<file path="src/rtl/mem_port_arbiter_pkg.sv">
// rtl/mem_port_arbiter_pkg.sv - shared types for the IF/LSU memory port arbiter
package mem_utils;

  typedef enum logic [1:0] {
    MEM_BYTE = 2'b00,
    MEM_HALF = 2'b01,
    MEM_WORD = 2'b10
  } mem_size_e;

  typedef enum logic {
    OWN_IF  = 1'b0,
    OWN_LSU = 1'b1
  } owner_e;

  typedef enum logic {
    ARB_IDLE = 1'b0,
    ARB_BUSY = 1'b1
  } arb_state_e;

endpackage

</file>
<file path="src/rtl/mem_port_arbiter_lane_align.sv">
// rtl/mem_port_arbiter_lane_align.sv - byte enables, store replication, misalign flag and load lane shift
module mem_lane_align
  import mem_utils::*;
(
  input  logic [1:0]  req_off,
  input  logic [1:0]  req_size,
  input  logic [31:0] req_wdata,
  output logic [3:0]  be,
  output logic [31:0] wdata_rep,
  output logic        misalign,
  input  logic [1:0]  rsp_off,
  input  logic [31:0] rsp_rdata,
  output logic [31:0] rsp_shifted
);

  // Decode the store size into lane enables and replicate the data onto every lane it may hit
  always_comb begin
    be          = 4'b0000;
    wdata_rep   = req_wdata;
    misalign    = 1'b0;
    case (req_size)
      MEM_BYTE: begin
        be        = 4'b0001 << req_off;
        wdata_rep = {4{req_wdata[7:0]}};
      end
      MEM_HALF: begin
        be        = 4'b0011 << {req_off[1], 1'b0};
        wdata_rep = {2{req_wdata[15:0]}};
        misalign  = req_off[0];
      end
      MEM_WORD: begin
        be        = 4'b1111;
        misalign  = (req_off != 2'b00);
      end
      default: begin
        misalign  = 1'b1;
      end
    endcase
  end

  // Move the addressed lane down to bit 0 so extension logic always looks at [7:0]/[15:0]
  always_comb begin
    rsp_shifted = rsp_rdata >> {rsp_off, 3'b000};
  end

endmodule

</file>
<file path="src/rtl/mem_port_arbiter.sv">
// rtl/mem_port_arbiter.sv - round-robin IF/LSU arbiter for a single-ported word memory
module mem_port_arbiter
  import mem_utils::*;
#(
  parameter int unsigned TIMEOUT_CYCLES = 255
) (
  input  logic        clk,
  input  logic        rst_n,
  input  logic        if_req,
  input  logic [31:0] if_addr,
  output logic        if_gnt,
  output logic        if_rvalid,
  output logic [31:0] if_rdata,
  output logic        if_err,
  input  logic        lsu_req,
  input  logic        lsu_we,
  input  logic [31:0] lsu_addr,
  input  logic [1:0]  lsu_size,
  input  logic [31:0] lsu_wdata,
  output logic        lsu_gnt,
  output logic        lsu_rvalid,
  output logic [31:0] lsu_rdata,
  output logic        lsu_err,
  output logic        mem_req,
  output logic        mem_we,
  output logic [31:0] mem_addr,
  output logic [3:0]  mem_be,
  output logic [31:0] mem_wdata,
  input  logic        mem_ack,
  input  logic [31:0] mem_rdata
);

  localparam int unsigned TW = (TIMEOUT_CYCLES > 1) ? $clog2(TIMEOUT_CYCLES) : 1;
  localparam logic [TW-1:0] TMAX = (TIMEOUT_CYCLES == 0) ? '0 : TW'(TIMEOUT_CYCLES - 1);

  arb_state_e     state;
  owner_e         owner_q;
  owner_e         last_owner;
  logic [TW-1:0]  timer;
  logic [1:0]     off_q;
  logic           we_q;
  logic           idle;
  logic           if_misalign;
  logic           lsu_misalign;
  logic [3:0]     lsu_be;
  logic [31:0]    lsu_wrep;
  logic [31:0]    lsu_shifted;

  mem_lane_align u_align (
    .req_off     (lsu_addr[1:0]),
    .req_size    (lsu_size),
    .req_wdata   (lsu_wdata),
    .be          (lsu_be),
    .wdata_rep   (lsu_wrep),
    .misalign    (lsu_misalign),
    .rsp_off     (off_q),
    .rsp_rdata   (mem_rdata),
    .rsp_shifted (lsu_shifted)
  );

  // Grants are only offered in IDLE (and never while reset is held); a tie goes to whoever was not served last
  assign idle        = rst_n && (state == ARB_IDLE);
  assign if_misalign = (if_addr[1:0] != 2'b00);
  assign if_gnt      = idle && if_req  && (!lsu_req || last_owner == OWN_LSU);
  assign lsu_gnt     = idle && lsu_req && (!if_req  || last_owner == OWN_IF);
  assign mem_req     = (state == ARB_BUSY);
  assign mem_we      = mem_req && we_q;

  // Arbiter FSM: accept a grant, hold the memory request until ack or timeout, then post a one-cycle response
  always_ff @(posedge clk or negedge rst_n) begin
    if (!rst_n) begin
      state      <= ARB_IDLE;
      owner_q    <= OWN_IF;
      last_owner <= OWN_IF;
      timer      <= '0;
      off_q      <= 2'b00;
      we_q       <= 1'b0;
      mem_addr   <= '0;
      mem_be     <= '0;
      mem_wdata  <= '0;
      if_rvalid  <= 1'b0;
      if_rdata   <= '0;
      if_err     <= 1'b0;
      lsu_rvalid <= 1'b0;
      lsu_rdata  <= '0;
      lsu_err    <= 1'b0;
    end else begin
      if_rvalid  <= 1'b0;
      if_err     <= 1'b0;
      lsu_rvalid <= 1'b0;
      lsu_err    <= 1'b0;
      case (state)
        ARB_IDLE: begin
          // Rejected requests still count as served so a misbehaving requester cannot starve the other
          if (if_gnt) begin
            last_owner <= OWN_IF;
            if (if_misalign) begin
              if_err <= 1'b1;
            end else begin
              state     <= ARB_BUSY;
              owner_q   <= OWN_IF;
              timer     <= '0;
              off_q     <= 2'b00;
              we_q      <= 1'b0;
              mem_addr  <= {if_addr[31:2], 2'b00};
              mem_be    <= 4'b1111;
              mem_wdata <= '0;
            end
          end else if (lsu_gnt) begin
            last_owner <= OWN_LSU;
            if (lsu_misalign) begin
              lsu_err <= 1'b1;
            end else begin
              state     <= ARB_BUSY;
              owner_q   <= OWN_LSU;
              timer     <= '0;
              off_q     <= lsu_addr[1:0];
              we_q      <= lsu_we;
              mem_addr  <= {lsu_addr[31:2], 2'b00};
              mem_be    <= lsu_be;
              mem_wdata <= lsu_wrep;
            end
          end
        end
        ARB_BUSY: begin
          // An ack in the final allowed cycle still wins over the timeout
          if (mem_ack) begin
            state <= ARB_IDLE;
            if (owner_q == OWN_LSU) begin
              lsu_rvalid <= 1'b1;
              lsu_rdata  <= lsu_shifted;
            end else begin
              if_rvalid  <= 1'b1;
              if_rdata   <= mem_rdata;
            end
          end else if (TIMEOUT_CYCLES != 0 && timer == TMAX) begin
            state <= ARB_IDLE;
            if (owner_q == OWN_LSU) begin
              lsu_err <= 1'b1;
            end else begin
              if_err  <= 1'b1;
            end
          end else begin
            timer <= timer + 1'b1;
          end
        end
        default: state <= ARB_IDLE;
      endcase
    end
  end

endmodule

</file>
<file path="config.mk">
export PLATFORM = sky130hd
export DESIGN_NAME = mem_port_arbiter
export DESIGN_NICKNAME = d
export VERILOG_FILES = /design/src/rtl/mem_port_arbiter_pkg.sv /design/src/rtl/mem_port_arbiter_lane_align.sv /design/src/rtl/mem_port_arbiter.sv
export SDC_FILE = /design/constraint.sdc
export NUM_CORES = 1
export LEC_CHECK = 0
export CORE_ASPECT_RATIO = 0.75
export CORE_MARGIN = 8
export CORE_UTILIZATION = 47
export DETAILED_ROUTE_END_ITERATION = 16
export MAX_ROUTING_LAYER = met4
export PLACE_DENSITY_LB_ADDON = 0.2
export SLEW_MARGIN = 20
export SYNTH_ARGS = -nofsm -noshare
export SYNTH_HDL_FRONTEND = slang
export SYNTH_HIERARCHICAL = 1
export SYNTH_SLANG_ARGS = --single-unit
</file>
<file path="constraint.sdc">
create_clock -name clk -period 5.15 [get_ports clk]
set_input_delay 1.03 -clock clk [delete_from_list [all_inputs] [get_ports clk]]
set_output_delay 1.03 -clock clk [all_outputs]
set_load 0.03 [all_outputs]
</file>
[After elaboration in Yosys (flattened, before gate mapping)]
Index checks and enable logic that the tools add are counted.
Storage, ports and cells
  flip-flop bits (word level): 150
Cells by class
  add/sub/neg operators: 1
  equality and inequality tests: 10
  shift-type cells: 3
  mux-type cells: 59
  bitwise gates (word level): 3
  reduce and logical (&&, ||, !) cells: 19
Operators by type and width (count)
  $mux 32: 8
  $pmux 32 s2: 1
  $mux 8: 6
  $shr 32x5->32: 1
  $mux 1: 30
  $mux 4: 4
  $pmux 8 s2: 1
  $pmux 4 s3: 1
  $ne 3x3->1 const B: 3
  $add 8x1->8 const B: 1
  $eq 8x8->1 const B: 1
  $mux 2: 4
  $ne 2x2->1 const B: 4
  $logic_and 1x1->1: 6
  $pmux 1 s2: 3
  $reduce_and 3->1: 2
  $reduce_bool 2->1: 3
  $reduce_and 5->1: 1
  $reduce_and 4->1: 1
  $shl 1x2->4 const A: 1
  $shl 2x2->4 const A: 1
  $not 1->1: 3
  $pmux 1 s3: 1
  $eq 2x1->1 const B: 1
  other kinds (5): 7

[Depth between registers and ports, before layout]
  depth after elaboration: 7
  mapped depth: 10

[Cells and area by module]
The synthesis kept the hierarchy.
By module, submodules not included
  mem_port_arbiter: instances 1, cells an instance 502, area an instance 5873.1 um2
  mem_lane_align: instances 1, cells an instance 151, area an instance 1069.8 um2

[Least setup slack after synthesis]
Ideal clock, no wire load.
  path type: input to output
  from: input lsu_req
  to: output if_gnt
  arrival time: 1.781 ns
  slack: 2.339 ns
  stages on the path: 3
  path buffers: 1
  path through: nor2b_1 > nor2_2 > buf_2
On the way
  word-level cells in the longest chain between the ends: 3
Ends and longest elaborated chain
  start, declared: line mem_port_arbiter.sv:15  | input logic lsu_req,
  $logic_not 1->1: line mem_port_arbiter.sv:64  | assign if_gnt = idle && if_req && (!lsu_req || last_owner == OWN_LSU);
  $logic_or 1x1->1: line mem_port_arbiter.sv:64
  $logic_and 1x1->1: line mem_port_arbiter.sv:64
  end, declared: line mem_port_arbiter.sv:11  | output logic if_gnt,
No other way between the ends.

[Worst setup path after layout]
  from: input if_req
  to: output if_gnt
On the way
  word-level cells in the longest chain between the ends: 2
Ends and longest elaborated chain
  start, declared: line mem_port_arbiter.sv:9  | input logic if_req,
  $logic_and 1x1->1 (2 in a row): line mem_port_arbiter.sv:64
No other way between the ends.

==> run_results.csv <==
group,metric,value,unit
synthesis,synth.avg_cell_area,10.6,µm²
critical_path,r2r_setup_slack,2.55,ns
place,dpl_cell_area,9750,µm²
floorplanning,start_util,48.0,%
sta,setup_violations,0,
floorplanning,die-area,19000,µm²
clock_network,clockBufferDepth,2,
critical_path,r2r-end,"mem_addr[14]$_DFFE_PN0P_",
floorplanning,dieWidth,156,µm
floorplanning,die_h,121,µm
cells_and_area,layout_common_cells,"272 x clkdlybuf4s50_1, 156 x nand2_1, 148 x dfrtp_1",
routing,totalWireLength,22100,µm
pwr,power.total,5.88,mW
synthesis,synth_top_area_share,53.3,%
clock_network,worstSkewPairLatency,0.41,ns
critical_path,worstSetupPathType,"input pin to primary output",
sta,fin_worst_skew,0.00733,ns
sta,rsz0062_at_grt,"false",
floorplanning,std_cell_rows,38,
clock_network,post_cts_resize_count,0,
sta,hold_viol,0,
synthesis,synth_top_family_by_area,"multiplexers",
sta,post-route-min-period,3.78,ns
cells_and_area,postLayoutCellArea,10300,µm²
clock_network,cts_sinks,148,
synthesis,async_reset_ff_share,100,%
place,pre_cts_ws,1.38,ns
cells_and_area,drive_above_1_share,10.3,%
critical_path,r2r_start,"mem_req$_DFF_PN0_",
synthesis,synth.distinct_cells,40,
sta,worst_slew_pin_slew,0.958,ns
global_route,grt.total_usage,24.2,%
pwr,swShare,39.9,%
global_route,grt_pass1_vias,6252,
clock_network,cts_tree,"done",
critical_path,cp-end-kind,"primary output",
global_route,antenna_found_initial,0,
run_status,outcome,"finished, final reports clean",
place,numPortBuffers,273,
cells_and_area,multi_input_area,2940,µm²
clock_network,hold_buffers,0,
synthesis,netlist_area,6940,µm²
pwr,p_leak,4.56,nW
floorplanning,ios,276,
pwr,vdd.ir_drop.worst,0.399,mV
routing,wire_per_inst,19.7,µm
routing,drt-pass1-iter-count,5,
pwr,p_per_area,569,nW/µm²
pwr,p_sw,2.34,mW
routing,viasPerCell,5.25,
sta,post-route-period-util,73.5,%
synthesis,ys_ff_latch,148,
flow_run,maxCapViolations,0,
cells_and_area,final_util,71.4,%
sta,fmax,264,MHz
synthesis,netlist_instances,653,
routing,ant_nets,0,
pwr,p_clk_share,20.4,%
synthesis,yosysSeqAreaShare,53.3,%
critical_path,worst_setup_path_start_kind,"input pin",
synthesis,yosysWarnings,6,
cells_and_area,final_common_cell,"clkdlybuf4s50_1",
global_route,grt_max_degree,74,
synthesis,synth_xor_area_share,0,%
global_route,grt_pass1_wl,34400,µm
critical_path,critical_path_arrival,2.75,ns
pwr,p_int,3.53,mW
sta,timing.slew.headroom,35.8,%
critical_path,timing.critical_path.required,4.12,ns
sta,fin_ws,1.37,ns
synthesis,synth_adder_area_share,0.360,%
clock_network,h-tree-depth,4,
place,place_congestion,0.851,
cells_and_area,seq_area,3700,µm²
synthesis,synthSimpleGateAreaFrac,13.8,%
pwr,combPwrFrac,47.1,%
place,hpwl,16600,µm
clock_network,postCtsSetupRepairBufs,0,
cells_and_area,fin_nets,1044,
critical_path,rr_worst_depth,7,
floorplanning,core_area,14500,µm²
critical_path,crit_end,"if_gnt",
pwr,seqPwrFrac,32.6,%
synthesis,synth_edf_count,0,
synthesis,synth_area_leaders,"dfrtp_1 53%, nand2_1 8.4%, mux2i_1 7.9%",
cells_and_area,area_growth,48.7,%
routing,vias,5877,
worst_hold_path,worstHoldPathType,"flop to flop",
synthesis,synth-compound-area-share,12.1,%
clock_network,clockRootBuffer,"clkbuf_16",
critical_path,crit_start,"if_req",
routing,dr.first_iter.drc_count,457,
sta,drv_slew,0,
synthesis,synthMuxAreaShare,15.7,%
sta,tns,0,ns
clock_network,cts.clk_slew.worst_paths,0.06,ns
synthesis,yosys.area.top_type,"dfrtp_1",
synthesis,synth_flop_cell,"dfrtp_1",
critical_path,critical_path.max_fanout,4,
cells_and_area,fill_cells,1079,
clock_network,numCtsBuffers,17,
routing,drcViolationCount,0,
global_route,gr-total-overflow,0,
[cell families (layout without fill, tap and decap cells)]
group / Yosys count / count (layout)
simple gates: 216 / 216
flops: 148 / 148
compound gates: 126 / 126
mux: 103 / 103
buf+inv: 57 / 322
fa+ha+maj: 2 / 2
other cells: 1 / 3
[Yosys cell counts, types with 13 or more instances]
| cell type | instances |
|---|---|
| nand2_1 | 156 |
| o21ai_1 | 39 |
| buf_2 | 16 |
| o21ai_0 | 13 |
| clkbuf_1 | 17 |
| dfrtp_1 | 148 |
| a21oi_1 | 15 |
| mux2_2 | 48 |
| nor2_1 | 15 |
| a22o_1 | 37 |
| mux2i_1 | 55 |
[flip-flops by register name, indices dropped and copies added, names as in the netlist]
register    count
lsu_rvalid      1
owner_q         1
lsu_err         1
if_err          1
mem_addr       30
off_q           2
mem_be          4
lsu_rdata      32
timer           8
last_owner      1
if_rdata       32
if_rvalid       1
mem_req         1
mem_wdata      32
we_q            1
[metal layers]
layer | vias to the layer above | wire length (µm) | global-route usage (%) | part of all wire [%]
met5 | - | 0 | - | 0
met4 | 0 | 675 | 9.88 | 3.1
met3 | 42 | 1610 | 7.30 | 7.3
met2 | 236 | 10500 | 37.4 | 48
met1 | 2838 | 9290 | 29.3 | 42
li1 | 2761 | - | - | -
[per-stage QoR]
stage / cells / hold WS [ns]
6_report: 1120 / 0.476
3_3_place_gp: 1087 / 0.459
2_1_floorplan: 654 / 0.452
4_1_cts: 1119 / 0.477
3_5_place_dp: 1087 / 0.462
5_1_grt: 1119 / 0.496
[layout make-up]
cell class	instances	share of cell area [%]
inverter	6	0.218
tap	200	2.42
multi-input combinational	449	28.5
clock buffer	23	4.53
timing repair buffer	284	27.4
sequential	148	35.9
clock inverter	9	1.01
antenna	1	0.0242
[critical path, cell delays in order]
cell,delay [ns]
clkdlybuf4s50_1,0.57
nand3b_1,0.20
nor2_4,0.24
clkdlybuf4s50_1,0.71
[worst min-delay path by stage]
stage / start / to / slack [ns] / cells after the start
5_1_grt: if_rdata[25]$_DFFE_PN0P_ / if_rdata[25]$_DFFE_PN0P_ / 0.50 / 2
6_report: if_rdata[2]$_DFFE_PN0P_ / if_rdata[2]$_DFFE_PN0P_ / 0.48 / 2
3_5_place_dp: if_rdata[19]$_DFFE_PN0P_ / if_rdata[19]$_DFFE_PN0P_ / 0.46 / 2
3_3_place_gp: if_rdata[23]$_DFFE_PN0P_ / if_rdata[23]$_DFFE_PN0P_ / 0.46 / 2
2_1_floorplan: timer[6]$_DFFE_PN0P_ / timer[6]$_DFFE_PN0P_ / 0.45 / 1
4_1_cts: if_rdata[10]$_DFFE_PN0P_ / if_rdata[10]$_DFFE_PN0P_ / 0.48 / 2
[power groups by stage]
stage	logic, mW	registers, mW	clock network, mW
3_3_place_gp	2.73	1.90	0
4_1_cts	2.80	1.91	1.22
5_1_grt	2.92	1.96	1.28
2_1_floorplan	0.671	2.73	0
6_report	2.76	1.91	1.20
3_5_place_dp	2.78	1.91	0
Note: power is estimated with default switching activity, not from simulation.
